--- src/rtl/rr_arbiter_n.sv ---
// rr_arbiter_n: N-way round-robin arbiter with grant hold, done/drop release
// and an optional hold quantum that pre-empts a long-running holder.
module rr_arbiter_n #(
  parameter int unsigned N        = 4,
  parameter int unsigned MAX_HOLD = 8,
  localparam int unsigned IDW     = $clog2(N)
) (
  input  logic           clk,
  input  logic           rst,
  input  logic [N-1:0]   req,
  input  logic           done,
  output logic [N-1:0]   grant,
  output logic [IDW-1:0] grant_id,
  output logic           grant_valid,
  output logic           timeout
);

  localparam int unsigned    HCW      = (MAX_HOLD < 2) ? 1 : $clog2(MAX_HOLD + 1);
  localparam logic [HCW-1:0] HOLD_MAX = HCW'(MAX_HOLD);
  localparam logic [IDW-1:0] LAST_ID  = IDW'(N - 1);

  typedef enum logic {IDLE, BUSY} state_t;

  state_t         state, state_n;
  logic [IDW-1:0] ptr, ptr_n;
  logic [HCW-1:0] hold_cnt, hold_n;
  logic [N-1:0]   grant_n;
  logic [IDW-1:0] grant_id_n;
  logic           grant_valid_n;
  logic           timeout_n;

  logic           hit_quantum;
  logic           holder_req;
  logic           release_now;
  logic [IDW-1:0] ptr_after;
  logic [IDW-1:0] arb_ptr;
  logic           found;
  logic [IDW-1:0] winner;
  logic [IDW-1:0] cand;
  logic [N-1:0]   winner_onehot;

  // Release detection and rotating-priority pick (uses the post-release pointer
  // so handover happens at the same edge as the release)
  always_comb begin : pick_logic
    int unsigned s;
    s           = 0;
    cand        = '0;
    found       = 1'b0;
    winner      = '0;
    hit_quantum = (MAX_HOLD != 0) && (hold_cnt == HOLD_MAX);
    holder_req  = req[grant_id];
    release_now = (state == BUSY) && (done || !holder_req || hit_quantum);
    ptr_after   = (grant_id == LAST_ID) ? '0 : grant_id + 1'b1;
    arb_ptr     = release_now ? ptr_after : ptr;
    for (int unsigned i = 0; i < N; i++) begin
      s = 32'(arb_ptr) + i;
      if (s >= N) s = s - N;
      cand = IDW'(s);
      if (!found && req[cand]) begin
        found  = 1'b1;
        winner = cand;
      end
    end
    winner_onehot = '0;
    if (found) winner_onehot[winner] = 1'b1;
  end

  // Next-state and registered-output computation for the IDLE/BUSY machine
  always_comb begin
    state_n       = state;
    ptr_n         = ptr;
    hold_n        = hold_cnt;
    grant_n       = grant;
    grant_id_n    = grant_id;
    grant_valid_n = grant_valid;
    timeout_n     = 1'b0;
    case (state)
      IDLE: begin
        if (found) begin
          state_n       = BUSY;
          grant_n       = winner_onehot;
          grant_id_n    = winner;
          grant_valid_n = 1'b1;
          hold_n        = HCW'(1);
        end
      end
      BUSY: begin
        if (release_now) begin
          ptr_n     = ptr_after;
          // Quantum pulse only when neither done nor a request drop caused it
          timeout_n = hit_quantum && !done && holder_req;
          if (found) begin
            grant_n       = winner_onehot;
            grant_id_n    = winner;
            grant_valid_n = 1'b1;
            hold_n        = HCW'(1);
          end else begin
            state_n       = IDLE;
            grant_n       = '0;
            grant_id_n    = '0;
            grant_valid_n = 1'b0;
            hold_n        = '0;
          end
        end else if ((MAX_HOLD != 0) && (hold_cnt != HOLD_MAX)) begin
          hold_n = hold_cnt + 1'b1;
        end
      end
      default: state_n = IDLE;
    endcase
  end

  // State and output registers, asynchronously cleared by rst
  always_ff @(posedge clk or posedge rst) begin
    if (rst) begin
      state       <= IDLE;
      ptr         <= '0;
      hold_cnt    <= '0;
      grant       <= '0;
      grant_id    <= '0;
      grant_valid <= 1'b0;
      timeout     <= 1'b0;
    end else begin
      state       <= state_n;
      ptr         <= ptr_n;
      hold_cnt    <= hold_n;
      grant       <= grant_n;
      grant_id    <= grant_id_n;
      grant_valid <= grant_valid_n;
      timeout     <= timeout_n;
    end
  end

endmodule
--- config.mk ---
export PLATFORM = sky130hd
export DESIGN_NAME = rr_arbiter_n
export DESIGN_NICKNAME = d
export VERILOG_FILES = /design/src/rtl/rr_arbiter_n.sv
export SDC_FILE = /design/constraint.sdc
export NUM_CORES = 1
export LEC_CHECK = 0
export CORE_MARGIN = 5
export CORE_UTILIZATION = 35
export DETAILED_ROUTE_END_ITERATION = 6
export GPL_TIMING_DRIVEN = 0
export SYNTH_ARGS = -nofsm -noshare
export SYNTH_HDL_FRONTEND = slang
export SYNTH_SLANG_ARGS = --single-unit
--- constraint.sdc ---
create_clock -name clk -period 2.8 [get_ports clk]
set_input_delay 0.56 -clock clk [delete_from_list [all_inputs] [get_ports clk]]
set_output_delay 0.56 -clock clk [all_outputs]
set_load 0.02 [all_outputs]
==> results of run 1 <==
-- layout by cell type (no fill, tap or decap), drive strengths merged, types with 2 or more instances in the layout --
cell / count
a21oi: 5
nor2b: 4
o221ai: 2
o31ai: 3
a21boi: 3
clkbuf: 10
o21ai: 14
nand3: 2
buf: 3
mux2: 2
inv: 5
mux2i: 6
nor2: 15
dfrtp: 15
o22a: 2
clkdlybuf4s50: 12
ha: 3
a32o: 3
nand2b: 2
nand2: 16
a22o: 2
-- state kept, by name (all words and copies together), names as in the netlist --
signal / count
grant_valid: 1
timeout: 1
ptr: 2
grant: 4
hold_cnt: 4
state: 1
grant_id: 2
-- cell families after synthesis --
logic type	share of synthesized area, %
and+or+nand+nor	18.7
adders and majority gates	3.54
DFF	35.4
AOI/OAI and AO/OA	28.7
buffers and inverters	5.90
muxes	7.78
-- critical path, cell delays in order --
cell	delay (ps)
clkdlybuf4s50_1	590
mux2i_1	140
o22a_2	250
o21ai_4	200
mux2_2	380
a22o_1	210
a32o_1	250
-- path summary, 6_finish.rpt --
path | end | cells after the start | start
min in group asynchronous | grant_id[0] | 2 | rst
hold / removal | grant[0] | 2 | grant[0]
hold reg to reg | grant[0] | 2 | grant[0]
setup reg to reg | grant[1] | 8 | hold_cnt[0]
max in group asynchronous | hold_cnt[2] | 2 | rst
setup / recovery | grant[1] | 7 | req[0]
-- report_power, final --
part | total (µW) | switching (µW) | internal, µW
clock | 128 | 72.2 | 55.3
sequential | 344 | 58.4 | 285
combinational | 784 | 442 | 342
-- routing by layer --
metal	up-vias	GRT usage [%]	part of all wire, %
li1	470	-	-
met1	443	17.4	48
met2	25	20.6	46
met3	4	2.95	4.1
met4	0	4.92	1.6
met5	-	0	0
-- layout make-up --
class / instances / area, µm²
Clock buffer: 4 / 26.3
Fill cell: 294 / 1730
Timing Repair Buffer: 12 / 120
Inverter: 5 / 18.8
Tap cell: 33 / 41.3
Multi-Input combinational cell: 94 / 623
Buffer: 9 / 43.8
Sequential cell: 15 / 375
-- metrics by stage --
stage | utilization (%) | setup slack [ps] | hold slack (ps) | instance area (µm²) | std cells
after floorplan | - | 676 | 461 | 1060 | 123
after global placement | 41.1 | 118 | 474 | 1220 | 168
after detailed placement | 41.1 | 119 | 487 | 1220 | 168
after CTS | 41.9 | 426 | 512 | 1250 | 172
after global routing | 41.9 | 278 | 534 | 1250 | 172
final | 41.9 | 403 | 501 | 1250 | 172
==> impl_metrics.yaml, run 1 <==
floorplan:
  io_pins: 15
  die_w_um: 65.1
  start_util_pct: 35.6
  die_area_um2: 4230
  chipHeight_um: 65.1
  coreArea_um2: 2980
  rows: 20
detailed_routing:
  first_pass_iters: 4
  routed_wl_um: 2510
  drtIter0Drc: 71
  num_vias: 942
  wl_per_cell_um: 14.6
  drt_drc_violations_left: 0
  postRouteAntennaNets: 0
  via_per_inst: 5.48
placed_design:
  dpl.hpwl_um: 1900
  portBuffers: 12
  place.gp.congestion: 0.878
yosys:
  synth_cells: 123
  synthesis.area_um2: 1060
  synth_fp_nets: 133
  netlist.area_leader.share_pct: 35.4
  synth_seq_cells: 15
  synth_top_flop_cell: "dfrtp_1"
  yosysWarnings: 0
  synth_seq_area_share_pct: 35.4
  yosysUniqueCellTypes: 37
  synth_common_cells: "16 x nand2_1, 15 x dfrtp_1, 15 x nor2_1"
  yosysTopAreaCell: "dfrtp_1"
  avgSynthCellArea_um2: 8.63
  synth_edf_count: 0
  async_flop_share_pct: 100
  synthTopCellsByArea: "dfrtp_1 35%, mux2i_1 5.7%, nand2_1 5.7%"
  yosysMostFrequentCell: "nand2_1"
pwr:
  finalPower_uw: 1260
  ir_drop_v: 0.000438
  power_density_nw_per_um2: 1010
  leakagePower_uw: 0.000539
timing:
  timing.final.crit_share_pct: 85.6
  period_needed_ps: 2400
  max_freq_mhz: 417
  hold_viol_final: 0
  drv_slew: 0
  grt_setup_unrepaired: "no"
  skew_ps: 13.7
  max_slew_margin_pct: 61.1
  finalSetupViolations: 0
  final.setup.tns_ps: 0
  tightestPinTransition_ps: 583
clocking:
  clock_sinks: 15
  postCtsSetupBuffers: 0
  clk_path_buf_depth: 2
  cts_root_buf: "clkbuf_4"
  clk_latency_ps: 290
  clk_pin_slew_worst_paths_ps: 80
  cts_made_buffers: 3
  cts_resized: 0
  cts_tree: "built"
  htreeDepth: 1
  postCtsHoldBufs: 0
global_routing:
  grt_pass1_vias: 926
  grt_pass1_wl_um: 4300
  grt.overflow.total: 0
  grt_max_degree: 16
  antenna_found_initial: 0
  grt_usage_pct: 13.1
critical_path:
  cp_max_fo: 7
  critPathCaptureType: "flop"
  startpoint_type: "input port"
  crit_type: "in2reg"
  arrival_ps: 2570
  worstPathRequired_ps: 2970
  r2r_slack_ps: 600
finish:
  drive_above_1_share_pct: 10.8
  fin_nets: 150
  diodes: 0
  area_delta_synth_final_pct: 17.7
job:
  drv_cap: 0
run_status:
  status: "complete, no violations"
worst_hold_path:
  hp-class: "reg2reg"
No activity file was read; power rests on OpenSTA's default activity.
==> run 2: changes to the inputs <==
--- a/config.mk
+++ b/config.mk
@@ -9,6 +9,8 @@
 export CORE_UTILIZATION = 35
 export DETAILED_ROUTE_END_ITERATION = 6
 export GPL_TIMING_DRIVEN = 0
+export PLACE_DENSITY_LB_ADDON = 0.2
+export SKIP_CTS_REPAIR_TIMING = 1
 export SYNTH_ARGS = -nofsm -noshare
 export SYNTH_HDL_FRONTEND = slang
 export SYNTH_SLANG_ARGS = --single-unit
==> run 2 against run 1 <==
Clock skew decreased by 5.6 ps. Utilization unchanged. Via count decreased by 3.6%.
==> impl_metrics.yaml, run 2 (synthesis results as in run 1) <==
floorplan:
  chipHeight_um: 65.1
  rows: 20
  coreArea_um2: 2980
  die_w_um: 65.1
  die_area_um2: 4230
  start_util_pct: 35.6
  io_pins: 15
global_routing:
  grt_pass1_wl_um: 4140
  grt_usage_pct: 12.4
  antenna_found_initial: 0
  grt.overflow.total: 0
  grt_pass1_vias: 905
  grt_max_degree: 16
finish:
  reg_top3: "grant: 4 flops, hold_cnt: 4 flops"
  area_delta_synth_final_pct: 17.7
  fin_nets: 150
  layout_common_cells: "16 x nand2_1, 15 x nor2_1, 15 x dfrtp_1, 12 x clkdlybuf4s50_1, 10 x o21ai_0"
  layout_commonest_cell: "nand2_1"
  nFillCells: 302
  drive_above_1_share_pct: 10.8
  diodes: 0
  stdcell_area_um2: 1250
placed_design:
  place_area_um2: 1220
  place.gp.congestion: 0.847
  portBuffers: 12
  dpl.hpwl_um: 1780
clocking:
  clk_latency_ps: 290
  cts_root_buf: "clkbuf_4"
  clk_path_buf_depth: 2
  cts_made_buffers: 3
  cts_tree: "built"
  clk_pin_slew_worst_paths_ps: 80
  htreeDepth: 1
  clock_sinks: 15
detailed_routing:
  wl_met1_um: 1160
  wl_met3_um: 89
  drtIter0Drc: 58
  via_per_inst: 5.28
  num_vias: 908
  top_layer: "met4"
  routed_wl_um: 2380
  wl_per_cell_um: 13.8
  postRouteAntennaNets: 0
  first_pass_iters: 4
  met2_length_um: 1100
  drt_drc_violations_left: 0
timing:
  hold_viol_final: 0
  final.setup.tns_ps: 0
  max_slew_margin_pct: 62.5
  timing.final.crit_share_pct: 86.9
  drv_slew: 0
  max_freq_mhz: 411
  period_needed_ps: 2430
  grt_setup_unrepaired: "no"
  skew_ps: 8.09
  tightestPinTransition_ps: 561
  finalSetupViolations: 0
pwr:
  finalPower_uw: 1240
  leakagePower_uw: 0.000539
  power_density_nw_per_um2: 994
  ir_drop_v: 0.000472
job:
  drv_cap: 0
run_status:
  status: "complete, no violations"
critical_path:
  worstPathRequired_ps: 2970
  arrival_ps: 2600
  crit_type: "in2reg"
  cp_max_fo: 7
  startpoint_type: "input port"
  critPathCaptureType: "flop"
worst_hold_path:
  hp-class: "reg2reg"
## run 2: per-layer routing
layer | track usage, % | up-vias
li1 | - | 468
met1 | 16.2 | 423
met2 | 19.5 | 13
met3 | 2.77 | 4
met4 | 5.44 | 0
met5 | 0 | -
## run 2: final timing paths
kind / cells after the start / end / startpoint / slack [ps]
worst max-delay path: 7 / grant[1] / req[0] / 370
worst min-delay path: 2 / grant[0] / grant[0] / 490
worst max register to register: 8 / grant[1] / hold_cnt[0] / 550
worst min register to register: 2 / grant[0] / grant[0] / 490
max in group asynchronous: 2 / hold_cnt[0] / rst / 1810
min in group asynchronous: 2 / grant_valid / rst / 610
## run 2: critical path, cell delays in order
cell             delay [ps]
clkdlybuf4s50_1         590
mux2i_1                 150
o22a_2                  260
o21ai_4                 210
mux2_2                  390
a22o_1                  200
a32o_1                  250
## run 2: through the flow
stage                     worst slack [ps]  hold slack (ps)  cells  util [%]
after floorplan                        676              461    123         -
after global placement                 139              478    168      41.1
after detailed placement               100              473    168      41.1
after CTS                              382              501    172      41.9
after global routing                   331              523    172      41.9
final                                  367              491    172      41.9
## run 2: cell type report
class,count,area [µm²],share of cell area [%]
clock buffer,4,26.3,2.10
timing repair buffer,12,120,9.62
buffer,9,43.8,3.51
multi-input combinational,94,623,49.9
sequential,15,375,30.1
tap,33,41.3,3.31
inverter,5,18.8,1.50
## run 2: where the power goes
part	leakage, µW	internal [µW]	switching (µW)	total [µW]
logic	0.000340	342	434	776
registers	0.000184	285	57.1	342
clock network	0.0000150	55.4	68.5	124
==> run 3: changes to the inputs <==
--- a/config.mk
+++ b/config.mk
@@ -6,10 +6,11 @@
 export NUM_CORES = 1
 export LEC_CHECK = 0
 export CORE_MARGIN = 5
-export CORE_UTILIZATION = 35
+export CORE_UTILIZATION = 53
 export DETAILED_ROUTE_END_ITERATION = 6
 export GPL_TIMING_DRIVEN = 0
 export PLACE_DENSITY_LB_ADDON = 0.2
+export REMOVE_ABC_BUFFERS = 1
 export SKIP_CTS_REPAIR_TIMING = 1
 export SYNTH_ARGS = -nofsm -noshare
 export SYNTH_HDL_FRONTEND = slang
==> run 3 against run 2 <==
Combinational power down 6.8%. Critical path depth unchanged. Wire length down 5.4%. Hold slack better by 8.9 ps. Largest power group unchanged. Sequential share of layout area up 0.74 points. Clock power about the same. Final cell count down 7.6%. First-iteration DRC count down 59%.
==> impl_metrics.yaml, run 3 (synthesis results as in run 1) <==
finish:
  layout_common_cells: "16 x nand2_1, 15 x nor2_1, 15 x dfrtp_1, 14 x clkdlybuf4s50_1, 10 x o21ai_0"
  nFillCells: 176
  drive_above_1_share_pct: 9.85
  stdcell_area_um2: 1220
  diodes: 0
  area_delta_synth_final_pct: 14.9
  fin_util_pct: 62.8
  reg_top3: "grant: 4 flops, hold_cnt: 4 flops"
  layout_commonest_cell: "nand2_1"
  fin_nets: 143
global_routing:
  grt_pass1_vias: 888
  grt_usage_pct: 18.0
  grt.overflow.total: 0
  grt_pass1_wl_um: 3930
  grt_max_degree: 16
  antenna_found_initial: 0
pwr:
  leakagePower_uw: 0.000528
  power_density_nw_per_um2: 999
  ir_drop_v: 0.000635
detailed_routing:
  via_per_inst: 5.84
  wl_per_cell_um: 14.2
  drt_drc_violations_left: 0
  routed_wl_um: 2250
  postRouteAntennaNets: 0
  first_pass_iters: 4
  drtIter0Drc: 24
  num_vias: 928
critical_path:
  critPathCaptureType: "flop"
  startpoint_type: "input port"
  cp_max_fo: 12
  reg2reg_to: "grant[1]"
  crit_end: "grant[1]"
  r2r_start: "hold_cnt[0]"
  crit_start: "req[3]"
  arrival_ps: 2820
  crit_type: "in2reg"
  r2r_slack_ps: 680
  r2r_cells: 7
  worstPathRequired_ps: 2980
timing:
  drv_slew: 0
  max_freq_mhz: 379
  finalSetupViolations: 0
  period_needed_ps: 2640
  timing.final.crit_share_pct: 94.1
  grt_setup_unrepaired: "no"
  skew_ps: 2.94
  tightestPinTransition_ps: 552
  max_slew_margin_pct: 63.2
  hold_viol_final: 0
  final.setup.tns_ps: 0
job:
  drv_cap: 0
floorplan:
  die_w_um: 54.7
  die_area_um2: 3000
  chipHeight_um: 54.7
  start_util_pct: 54.6
  coreArea_um2: 1940
  rows: 16
  io_pins: 15
clocking:
  cts_made_buffers: 3
  cts_tree: "built"
  clk_pin_slew_worst_paths_ps: 90
  clk_path_buf_depth: 2
  clock_sinks: 15
  cts_root_buf: "clkbuf_4"
  clk_latency_ps: 290
  htreeDepth: 1
placed_design:
  portBuffers: 14
  dpl.hpwl_um: 1700
  place.gp.congestion: 0.860
  place_area_um2: 1190
worst_hold_path:
  hp-class: "reg2reg"
run_status:
  status: "complete, no violations"
run 3: cell count changes in the layout (fill, tap and decap cells not counted):
cell / before / now
clkbuf_1: 7 / 0
clkinv_2: 0 / 1
buf_6: 1 / 0
clkdlybuf4s50_1: 12 / 14
buf_2: 2 / 0
run 3: cell type report:
cell class / instances / area (µm²) / area share, %
Clock buffer: 3 / 22.5 / 1.85
Clock inverter: 1 / 5.00 / 0.411
Sequential cell: 15 / 375 / 30.8
Inverter: 5 / 18.8 / 1.54
Timing Repair Buffer: 14 / 140 / 11.5
Tap cell: 27 / 33.8 / 2.77
Multi-Input combinational cell: 94 / 623 / 51.1
run 3: worst min-delay path by stage:
| stage | cells after the start | endpoint | slack [ps] | startpoint |
|---|---|---|---|---|
| detailed placement | 2 | grant[0] | 480 | grant[0] |
| finish | 2 | grant[2] | 500 | grant[2] |
| global placement | 2 | grant[0] | 470 | grant[0] |
| floorplan | 1 | grant[0] | 460 | rst |
| CTS | 2 | grant[2] | 500 | grant[2] |
| global route | 1 | grant[3] | 540 | grant[3] |
run 3: worst max-delay path: stages:
cell	delay (ps)
clkdlybuf4s50_1	740
mux2i_1	180
o22a_2	300
o21ai_4	200
mux2_2	380
a22o_1	200
a32o_1	250
run 3: stage by stage:
stage	worst slack, ps	power (µW)	std cells	hold slack, ps
final	164	1220	159	500
after CTS	194	1230	159	504
after detailed placement	-110	1090	155	482
after floorplan	727	887	114	461
after global placement	-73.1	1070	155	470
after global routing	127	1340	159	538
run 3: power breakdown:
part           internal, µW  total, µW  switching [µW]
Combinational           328        723             395
Clock                  53.1        126            73.1
Sequential              285        368            83.2
Total                   666       1220             551
run 3: metal layers:
layer	track usage, %	vias to the layer above	share of wire, %
met3	5.99	4	5.3
li1	-	459	-
met5	0	-	0
met2	25.6	28	45
met4	7.47	0	1.1
met1	24.7	437	49
